## config.mk

```make
export PLATFORM = sky130hd
export DESIGN_NAME = fifo_uart_drain
export DESIGN_NICKNAME = d
export VERILOG_FILES = /design/src/rtl/fifo_uart_drain_pkg.sv /design/src/rtl/uart_baud_tick.sv /design/src/rtl/fifo_uart_drain.sv
export SDC_FILE = /design/constraint.sdc
export NUM_CORES = 1
export LEC_CHECK = 0
export CAP_MARGIN = 20
export CORE_MARGIN = 2
export CORE_UTILIZATION = 40
export CTS_CLUSTER_DIAMETER = 120
export CTS_CLUSTER_SIZE = 16
export DETAILED_ROUTE_END_ITERATION = 7
export GPL_ROUTABILITY_DRIVEN = 0
export SLEW_MARGIN = 5
export SYNTH_ARGS = -nofsm -noshare
export SYNTH_HDL_FRONTEND = slang
export SYNTH_SLANG_ARGS = --single-unit
```

## constraint.sdc

```tcl
create_clock -name clk -period 2 [get_ports clk]
set_input_delay 0.4 -clock clk [delete_from_list [all_inputs] [get_ports clk]]
set_output_delay 0.4 -clock clk [all_outputs]
set_load 0.1 [all_outputs]
```

## src/rtl/fifo_uart_drain_pkg.sv

```systemverilog
// fifo_uart_drain_pkg: shared defaults, line level and FSM encoding for the FIFO-to-UART drain
package fifo_uart_drain_pkg;
  localparam int BIT_DEPTH = 8;
  localparam int CLKS_PER_BIT_DEF = 868;
  localparam logic LINE_IDLE = 1'b1;
  typedef enum logic [2:0] {S_IDLE, S_REQ, S_WAIT, S_START, S_DATA, S_STOP} state_t;
endpackage

```

## src/rtl/uart_baud_tick.sv

```systemverilog
// uart_baud_tick: bit-period divider, held at zero while clear is high
module uart_baud_tick
  import fifo_uart_drain_pkg::*;
#(
  parameter int CLKS_PER_BIT = CLKS_PER_BIT_DEF
) (
  input  logic clk,
  input  logic rst,
  input  logic clear,
  output logic tick,
  output logic pre_tick
);
  localparam int CW = $clog2(CLKS_PER_BIT);
  localparam logic [CW-1:0] LAST = CW'(CLKS_PER_BIT - 1);
  logic [CW-1:0] cnt;
  assign tick = cnt == LAST;
  assign pre_tick = cnt == LAST - CW'(1);
  // count 0..CLKS_PER_BIT-1 and wrap, so consecutive bits stay aligned without a reload
  always_ff @(posedge clk or posedge rst)
    if (rst) cnt <= '0;
    else cnt <= (clear || tick) ? '0 : cnt + CW'(1);
endmodule

```

## src/rtl/fifo_uart_drain.sv

```systemverilog
// fifo_uart_drain: reads one FIFO word per start request and sends it as a start/data/stop UART frame
module fifo_uart_drain
  import fifo_uart_drain_pkg::*;
#(
  parameter int DATA_WIDTH = BIT_DEPTH,
  parameter int CLKS_PER_BIT = CLKS_PER_BIT_DEF,
  parameter int READ_LATENCY = 2
) (
  input  logic                  clk,
  input  logic                  rst,
  input  logic                  start,
  input  logic [DATA_WIDTH-1:0] value_to_read,
  output logic                  enable_read,
  output logic                  tx,
  output logic                  busy,
  output logic                  tx_done
);
  localparam int BW = $clog2(DATA_WIDTH + 1);
  localparam logic [BW-1:0] LAST_BIT = BW'(DATA_WIDTH - 1);
  localparam logic [2:0] LAST_WAIT = 3'(READ_LATENCY - 1);
  state_t state;
  logic pending, tick, pre_tick, go, baud_clear, last_bit;
  logic [BW-1:0] bit_cnt;
  logic [2:0] wait_cnt;
  logic [DATA_WIDTH-1:0] shift, shift_nxt;
  assign go = pending | start;
  assign shift_nxt = shift >> 1;
  assign last_bit = bit_cnt == LAST_BIT;
  assign baud_clear = state inside {S_IDLE, S_REQ, S_WAIT};
  uart_baud_tick #(.CLKS_PER_BIT(CLKS_PER_BIT)) u_baud (
    .clk(clk),
    .rst(rst),
    .clear(baud_clear),
    .tick(tick),
    .pre_tick(pre_tick)
  );
  // frame sequencer; every output is set on the edge that enters the cycle it describes
  always_ff @(posedge clk or posedge rst)
    if (rst) begin
      state <= S_IDLE;
      tx <= LINE_IDLE;
      enable_read <= 1'b0;
      busy <= 1'b0;
      tx_done <= 1'b0;
      pending <= 1'b0;
      bit_cnt <= '0;
      wait_cnt <= '0;
      shift <= '0;
    end else begin
      enable_read <= 1'b0;
      tx_done <= 1'b0;
      pending <= (state != S_IDLE) && go;
      case (state)
        S_IDLE: if (start) begin
          state <= S_REQ;
          enable_read <= 1'b1;
          busy <= 1'b1;
        end
        S_REQ: begin
          state <= S_WAIT;
          wait_cnt <= '0;
        end
        S_WAIT: begin
          wait_cnt <= wait_cnt + 3'd1;
          if (wait_cnt == LAST_WAIT) begin
            shift <= value_to_read;
            state <= S_START;
            tx <= 1'b0;
          end
        end
        S_START: if (tick) begin
          state <= S_DATA;
          tx <= shift[0];
          bit_cnt <= '0;
        end
        S_DATA: if (tick) begin
          shift <= shift_nxt;
          bit_cnt <= bit_cnt + BW'(1);
          state <= last_bit ? S_STOP : S_DATA;
          tx <= last_bit ? LINE_IDLE : shift_nxt[0];
        end
        S_STOP: begin
          tx_done <= pre_tick;
          if (tick) begin
            state <= go ? S_REQ : S_IDLE;
            enable_read <= go;
            busy <= go;
            pending <= 1'b0;
          end
        end
        default: state <= S_IDLE;
      endcase
    end
endmodule

```

* Word-level counts from Yosys, hierarchy flattened
Cells that the tools add are included.
Cells by class: add/subtract/negate cells 3, equality and inequality tests 14, muxes and demuxes 30, bitwise logic cells 1, reductions and logical operators 15
Operators with widths (number):
- equality test 10 bit, second input constant | 2
- case mux 3 bit (6 select lines) | 1
- two-way mux 8 bit | 2
- case mux 8 bit (2 select lines) | 1
- two-way mux 3 bit | 5
- two-way mux 1 bit | 13
- adder 10 x 1 -> 10 bit, second input constant | 1
- two-way mux 10 bit | 1
- AND reduction 3 bit | 3
- nonzero test 3 bit | 3
- two-way mux 4 bit | 2
- != test 2 x 1 -> 1 bit, second input constant | 4
- case mux 4 bit (2 select lines) | 1
- nonzero test 2 bit | 4
- equality test 3 x 1 -> 1 bit, second input constant | 2
- equality test 3 x 2 -> 1 bit, second input constant | 2
- equality test 3 bit, second input constant | 2
- case mux 3 bit (2 select lines) | 1
- AND reduction 5 bit | 1
- adder 4 x 1 -> 4 bit, second input constant | 1
- equality test 4 x 3 -> 1 bit, second input constant | 1
- case mux 1 bit (2 select lines) | 2
- AND reduction 4 bit | 1
- adder 3 x 1 -> 3 bit, second input constant | 1
- 6 further kinds | 6
Storage, ports and cells: flip-flop bits (word level) 33, output and inout port bits 4, logic and storage cells 73

* Longest topological paths before layout
Gate-level depths: netlist (run 1).
word-level depth 4, mapped depth 7

* By module
From an unflattened synthesis (run 1), not the netlist that was laid out.
Second synthesis, totals: cells, all modules 193, area total of the unflattened synthesis 1803.0 um2
By module, submodules not included:
- fifo_uart_drain | times used 1, cells an instance 138, area each 1277.5 um2, sequential area each 576.8 um2
- uart_baud_tick | times used 1, cells an instance 55, area each 525.5 um2, sequential area each 250.2 um2

* Least setup slack after synthesis (run 1)
Ideal clock, no wire load.
path kind flip-flop to flip-flop, start register u_baud.cnt[3], end register tx, setup time 0.082 ns, arrival 1.985 ns, data required time 1.918 ns, setup slack -0.067 ns, cell stages (with the launch flop) 6, path buffers 1, clock period less this slack 2.067 ns, cells stage by stage dfrtp_1 or4b_4 or3_4 buf_6 a22oi_1 mux2_2
On the way: word-level cells in the longest chain between the ends 3, elaborated cells between the ends (all ways) 4, those cells by class eq/ne: 3; reduce/logical: 1
RTL lines:
- start, declared | RTL line uart_baud_tick.sv:15 | logic [CW-1:0] cnt;
- start signal, assigned | RTL line uart_baud_tick.sv:21 | else cnt <= (clear || tick) ? '0 : cnt + CW'(1);
- equality test 10 bit (*) | RTL line uart_baud_tick.sv:16 | assign tick = cnt == LAST;
- != test 2 x 1 -> 1 bit (no line)
- AND reduction 4 bit (no line) (*)
- end signal, assigned | RTL line fifo_uart_drain.sv:73 | tx <= shift[0];
- end signal, assigned | RTL line fifo_uart_drain.sv:80 | tx <= last_bit ? LINE_IDLE : shift_nxt[0];
- end, declared | RTL line fifo_uart_drain.sv:14 | output logic tx,
Every way passes the cells marked *; elsewhere a longest branch is shown, timed or not. A chain may end at the register's enable or synchronous reset.

* Worst setup path in the final report (run 1)
start register u_baud.cnt[7], end register shift[5]
On the way: word-level cells in the longest chain between the ends 3
RTL lines:
- equality test 10 bit | RTL line uart_baud_tick.sv:16
- != test 2 x 1 -> 1 bit (no line)
- AND reduction 3 bit (no line)
- end signal, assigned | RTL line fifo_uart_drain.sv:66 | shift <= value_to_read;
- end signal, assigned | RTL line fifo_uart_drain.sv:77 | shift <= shift_nxt;
- end, declared | RTL line fifo_uart_drain.sv:25 | logic [DATA_WIDTH-1:0] shift, shift_nxt;
Every way passes these cells.

==> impl_metrics.csv, run 1 <==
group,metric,value,unit
logic_synthesis,netlist_area,1800,µm²
power_and_ir_drop,internal_power,1560,µW
logic_synthesis,yosysWarnings,0,
timing,hold_ws,0.507,ns
global_route,grt_pass1_vias,1433,
timing,maxSlewHeadroom,0.650,
critical_path,cp_slowest_cell,"or4b_4",
power_and_ir_drop,seq_power_share,0.414,
power_and_ir_drop,switching_share,0.338,
placement,port_buffers,14,
clock_tree,cts_num_sinks,33,
layout,fin_cells,278,
logic_synthesis,synth_top_area_frac,0.445,
route,wl_per_cell,13.5,µm
timing,worstMarginPinSlew,0.524,ns
floorplanning,die_h,71.1,µm
logic_synthesis,synthDistinctLibCells,44,
critical_path,crit_required,2.17,ns
floorplanning,coreArea,4350,µm²
clock_tree,clock_latency,0.29,ns
floorplanning,dieArea,5050,µm²
route,drc,0,
status,outcome,"complete, but fails checks",
clock_tree,cts_made_buffers,5,
layout,fin_nets,242,
timing,period_share,1.02,
placement,dp_slack,-0.0667,ns
floorplanning,io_pins,15,
logic_synthesis,synth_edf_count,0,
route,first_pass_iters,4,
critical_path,crit_chain,"or4b_4, or3_4, o21ai_4, buf_12, mux2_4",
critical_path,worstSetupStartpointType,"flip-flop",
logic_synthesis,synth_common_cells,"35 x nand2_1, 32 x dfrtp_1, 21 x nor2_1",
power_and_ir_drop,p_per_area,1040,nW/µm²
layout,drive_gt1_frac,0.204,
min_path,hp-class,"primary input to asynchronous set/reset pin",
timing,finalSetupViolCount,8,
logic_synthesis,synth.most_common_cell,"nand2_1",
critical_path,cp_max_fo,7,
logic_synthesis,netlist_instances,195,
floorplanning,die_w,71.1,µm
floorplanning,initial_core_util,0.413,
timing,grt_setup_unrepaired,"true",
power_and_ir_drop,peakVddDrop,0.491,mV
route,wirelength,3750,µm
critical_path,timing.rr.start,"u_baud.cnt[7]$_DFF_PP0_",
global_route,grtUsageTotal,0.165,
timing,period_minus_slack,2.04,ns
clock_tree,cts_max_level,2,
global_route,globalRouteOverflowTotal,0,
route,ant_nets,0,
critical_path,cpPeakStageDelay,0.54,ns
placement,hpwl,2540,µm
logic_synthesis,ys_top_cells_by_area,"dfrtp_1 45%, nand2_1 7.3%, mux2_2 6.3%",
floorplanning,core.rowCount,24,
timing,fmax,0.489,GHz
power_and_ir_drop,leakage,0.000994,µW
global_route,antenna_found_initial,0,
power_and_ir_drop,clkPwrFrac,0.213,
timing,clock_skew,0.00754,ns
logic_synthesis,async_flop_share,1.00,
clock_tree,cts-root-buf,"clkbuf_8",
critical_path,crit_arrival,2.21,ns
placement,dp_cells,269,
critical_path,critPathBufInv,1,
route,drtIter0Drc,112,
job,maxCapViolCount,0,
timing,fin_setup_tns,-0.294,ns
timing,layout_setup_ws,-0.0444,ns
critical_path,path_delay_family,"simple AND/OR/NAND/NOR gates",
layout,final_util,0.521,
global_route,grt_max_degree,34,
route,viasPerCell,5.31,
logic_synthesis,ys_seq_area_frac,0.460,
logic_synthesis,syn_area_per_cell,9.23,µm²
layout,diodes,0,
power_and_ir_drop,switchingPower,798,µW
timing,hold_violations,0,
critical_path,critPathKind,"flip-flop to flip-flop",
status,violations,"negative setup slack",
global_route,grt_pass1_wl,6510,µm
logic_synthesis,synth-main-ff-cell,"dfrtp_1",
critical_path,startpoint,"u_baud.cnt[7]$_DFF_PP0_",
timing,drv_slew,0,
clock_tree,cts_buffer_depth,2,
logic_synthesis,ys_seq_elements,33,
logic_synthesis,synth_top_cell_by_area,"dfrtp_1",
power_and_ir_drop,combPwrFrac,0.373,
clock_tree,clkTransAtPathRegs,0.07,ns
logic_synthesis,synth_fp_nets,211,
route,vias,1475,
critical_path,crit_path_end_kind,"flip-flop",
layout,syn_to_final_growth,26.1,%
clock_tree,cts_tree,"built",
[state kept, by name (all words and copies together), names as in the netlist]
name         count
pending          1
bit_cnt          4
u_baud.cnt      10
tx_done          1
busy             1
enable_read      1
shift            8
tx               1
wait_cnt         3
state            3
[cell families after synthesis]
kind of cell,share of synthesized area
xor gates and xnor gates,0.0389
DFF,0.460
AOI/OAI and AO/OA,0.140
muxes,0.0682
buffers and inverters,0.0376
adders and majority gates,0.0348
and+or+nand+nor,0.220
[worst reg2reg max path: cells and delay by family (launching register included)]
kind	cells	cell delay (ns)
AND/OR/NAND/NOR	2	0.97
AO/OA/AOI/OAI	1	0.15
multiplexers	1	0.30
buffers and inverters	1	0.15
flip-flops	1	0.37
[stage by stage]
| step | area [µm²] | power [µW] |
|---|---|---|
| after global routing | 2270 | 2520 |
| after CTS | 2240 | 2370 |
| final | 2270 | 2360 |
| after floorplan | 1810 | 1500 |
| after detailed placement | 2110 | 1780 |
| after global placement | 2110 | 1750 |
[worst paths after layout]
| kind | to | slack [ns] | cells after the start |
|---|---|---|---|
| min in group clk | u_baud.cnt[0]$_DFF_PP0_ | 0.51 | 1 |
| min | shift[7]$_DFFE_PP0P_ | 0.51 | 3 |
| min reg2reg | u_baud.cnt[0]$_DFF_PP0_ | 0.51 | 1 |
| max | shift[5]$_DFFE_PP0P_ | -0.04 | 5 |
| max in group asynchronous | tx$_DFFE_PP1P_ | 1.16 | 3 |
| max reg2reg | shift[5]$_DFFE_PP0P_ | -0.04 | 5 |
[cell usage in the layout (no fill, tap or decap), types with 6 or more instances in the layout]
cell | Yosys | layout
xnor2_1 | 6 | 6
nand2_1 | 35 | 35
clkdlybuf4s50_1 | 0 | 10
inv_1 | 8 | 8
clkbuf_8 | 0 | 6
o21ai_0 | 11 | 10
nor2_1 | 21 | 21
a21oi_1 | 10 | 9
mux2_4 | 0 | 8
nand3_1 | 7 | 7
buf_4 | 0 | 18
dfrtp_1 | 32 | 32
[metal layers]
layer  part of all wire  global-route usage  up-vias
met2               0.47               0.252       25
met1               0.47               0.215      701
li1                   -                   -      742
met5                  0                   0        -
met3              0.040              0.0442        7
met4              0.019              0.0860        0
[timing repair]
item,CTS,global route
hold buffers,0,0
cloned,0,0
setup buffers,1,1
endpoints found under the setup margin,9,12
resized for setup,7,4
pin swaps,5,6
[power groups by stage]
| stage | registers, µW | logic, µW | clock network [µW] |
|---|---|---|---|
| after floorplan | 1040 | 464 | 0 |
| after global placement | 969 | 778 | 0 |
| after detailed placement | 981 | 801 | 0 |
| after CTS | 974 | 872 | 519 |
| after global routing | 995 | 970 | 553 |
| final | 975 | 879 | 502 |
[area by class of cell]
class	instances	area, µm²
fill	387	2080
multi-input combinational	146	955
sequential	33	827
timing repair buffer	32	307
clock buffer	7	86.3
tap	52	65.1
inverter	8	30.0
No activity file was read; power rests on OpenSTA's default activity.
==> run 2: changes to the inputs <==
- CELL_PAD_IN_SITES_DETAIL_PLACEMENT: not set -> 1
- CELL_PAD_IN_SITES_GLOBAL_PLACEMENT: not set -> 1
- CORE_UTILIZATION: 40 -> 33
- PLACE_DENSITY_LB_ADDON: not set -> 0.1
==> run 2 against run 1 <==
  * The flow still finishes with violations (negative setup slack)
  * Routed wire length increased by 23%
  * Die area increased by 20%
  * Cell area increased by 0.77%
  * Global-route usage increased by 0.19 points
  * Critical path depth unchanged
  * Combinational power increased by 3.5%
  * Highest routed layer unchanged
==> impl_metrics.csv, run 2 (synthesis gave the netlist of run 1 again) <==
group,metric,value,unit
clock_tree,cts_buffer_depth,2,
clock_tree,cts_made_buffers,5,
clock_tree,cts_max_level,2,
min_path,hp-class,"flip-flop to flip-flop",
timing,worstMarginPinSlew,0.629,ns
floorplanning,coreArea,5170,µm²
timing,hold_violations,0,
timing,drv_slew,0,
timing,fmax,0.493,GHz
power_and_ir_drop,switchingPower,814,µW
clock_tree,cts-root-buf,"clkbuf_8",
timing,fin_setup_tns,-0.247,ns
route,drtIter0Drc,92,
job,maxCapViolCount,0,
global_route,grtUsageTotal,0.167,
route,vias,1509,
clock_tree,cts_tree,"built",
power_and_ir_drop,seq_power_share,0.410,
critical_path,critPathKind,"flip-flop to flip-flop",
route,ant_nets,0,
layout,regMostFlops,"u_baud.cnt",
critical_path,crit_arrival,2.19,ns
layout,largest_reg_flops,10,
global_route,grt_pass1_vias,1636,
timing,clock_skew,0.00856,ns
clock_tree,cts_num_sinks,33,
layout,drive_gt1_frac,0.206,
route,wirelength,4590,µm
critical_path,startpoint,"u_baud.cnt[4]$_DFF_PP0_",
route,viasPerCell,5.06,
layout,nFillCells,586,
timing,grt_setup_unrepaired,"true",
timing,finalSetupViolCount,11,
power_and_ir_drop,leakage,0.000991,µW
layout,final_util,0.442,
critical_path,crit_required,2.16,ns
clock_tree,clkTransAtPathRegs,0.07,ns
critical_path,timing.rr.start,"u_baud.cnt[4]$_DFF_PP0_",
global_route,grt_max_degree,34,
status,outcome,"complete, but fails checks",
floorplanning,io_pins,15,
floorplanning,initial_core_util,0.348,
clock_tree,postCtsHoldBufs,0,
layout,syn_to_final_growth,27.1,%
power_and_ir_drop,combPwrFrac,0.388,
placement,port_buffers,14,
layout,final_common_cell,"nand2_1",
critical_path,cp_max_fo,7,
layout,largest_registers,"u_baud.cnt x10, shift x8, bit_cnt x4",
route,first_pass_iters,4,
critical_path,crit_path_end_kind,"flip-flop",
route,drc,0,
floorplanning,core.rowCount,26,
timing,period_share,1.01,
global_route,grt_pass1_wl,8000,µm
clock_tree,clock_latency,0.28,ns
timing,maxSlewHeadroom,0.580,
floorplanning,dieArea,6060,µm²
power_and_ir_drop,clkPwrFrac,0.202,
timing,period_minus_slack,2.03,ns
global_route,antenna_found_initial,0,
power_and_ir_drop,total_power,2350,µW
layout,final_cell_mix,"35 x nand2_1, 32 x dfrtp_1, 21 x nor2_1",
status,violations,"negative setup slack",
min_path,holdCritStartpoint,"u_baud.cnt[0]$_DFF_PP0_",
critical_path,worstSetupStartpointType,"flip-flop",
power_and_ir_drop,switching_share,0.347,
timing,hold_ws,0.499,ns
floorplanning,die_w,77.8,µm
power_and_ir_drop,peakVddDrop,0.471,mV
power_and_ir_drop,p_per_area,1030,nW/µm²
layout,fin_nets,243,
placement,hpwl,3320,µm
route,wl_per_cell,15.4,µm
timing,layout_setup_ws,-0.0274,ns
floorplanning,die_h,77.8,µm
layout,diodes,0,
global_route,globalRouteOverflowTotal,0,
power_and_ir_drop,internal_power,1530,µW
-- run 2: cell types whose count changed in the layout (fill, tap and decap cells not counted), sizes merged --
cell,previous run,this run
buf,22,23
clkbuf,7,8
-- run 2: final timing paths --
kind | endpoint | slack (ns) | cells after the start
max | shift[6]$_DFFE_PP0P_ | -0.03 | 5
max in group asynchronous | tx$_DFFE_PP1P_ | 1.13 | 3
min in group asynchronous | u_baud.cnt[9]$_DFF_PP0_ | 0.52 | 3
min reg2reg | u_baud.cnt[0]$_DFF_PP0_ | 0.50 | 1
max reg2reg | shift[6]$_DFFE_PP0P_ | -0.03 | 5
min | u_baud.cnt[0]$_DFF_PP0_ | 0.50 | 1
-- run 2: critical path: stages (launching register included) --
cell,delay (ns)
dfrtp_1,0.38
or4b_4,0.54
or3_4,0.40
o21ai_4,0.15
buf_12,0.15
mux2_4,0.29
-- run 2: metal layers --
layer / wire length (µm) / global-route usage / vias to the layer above
li1: - / - / 738
met1: 2100 / 0.214 / 748
met2: 2330 / 0.289 / 21
met3: 129 / 0.0326 / 2
met4: 29 / 0.0375 / 0
met5: 0 / 0 / -
-- run 2: repair_timing --
item	in CTS	in global routing
setup endpoints to repair	13	15
setup buffers	2	0
gates resized for setup	8	2
hold endpoints to repair	0	0
pin swaps	3	4
-- run 2: final cells by class --
class | instances | area (µm²) | area share
clock buffer | 8 | 80.1 | 0.0350
tap | 70 | 87.6 | 0.0383
sequential | 33 | 827 | 0.362
multi-input combinational | 146 | 952 | 0.416
inverter | 8 | 30.0 | 0.0131
timing repair buffer | 33 | 310 | 0.136
-- run 2: through the flow --
stage	instance area [µm²]	worst slack (ns)	instances
after floorplan	1810	-0.0242	195
after global placement	2140	-0.0458	288
after detailed placement	2140	-0.0881	288
after CTS	2280	-0.0523	298
after global routing	2290	-0.0848	298
final	2290	-0.0274	298
-- run 2: power groups by stage --
stage                     clock [µW]  combinational (µW)  sequential (µW)
final                            475                 910              963
after global routing             524                1010              986
after CTS                        497                 918              963
after detailed placement           0                 847              973
after global placement             0                 815              964
after floorplan                    0                 464             1040
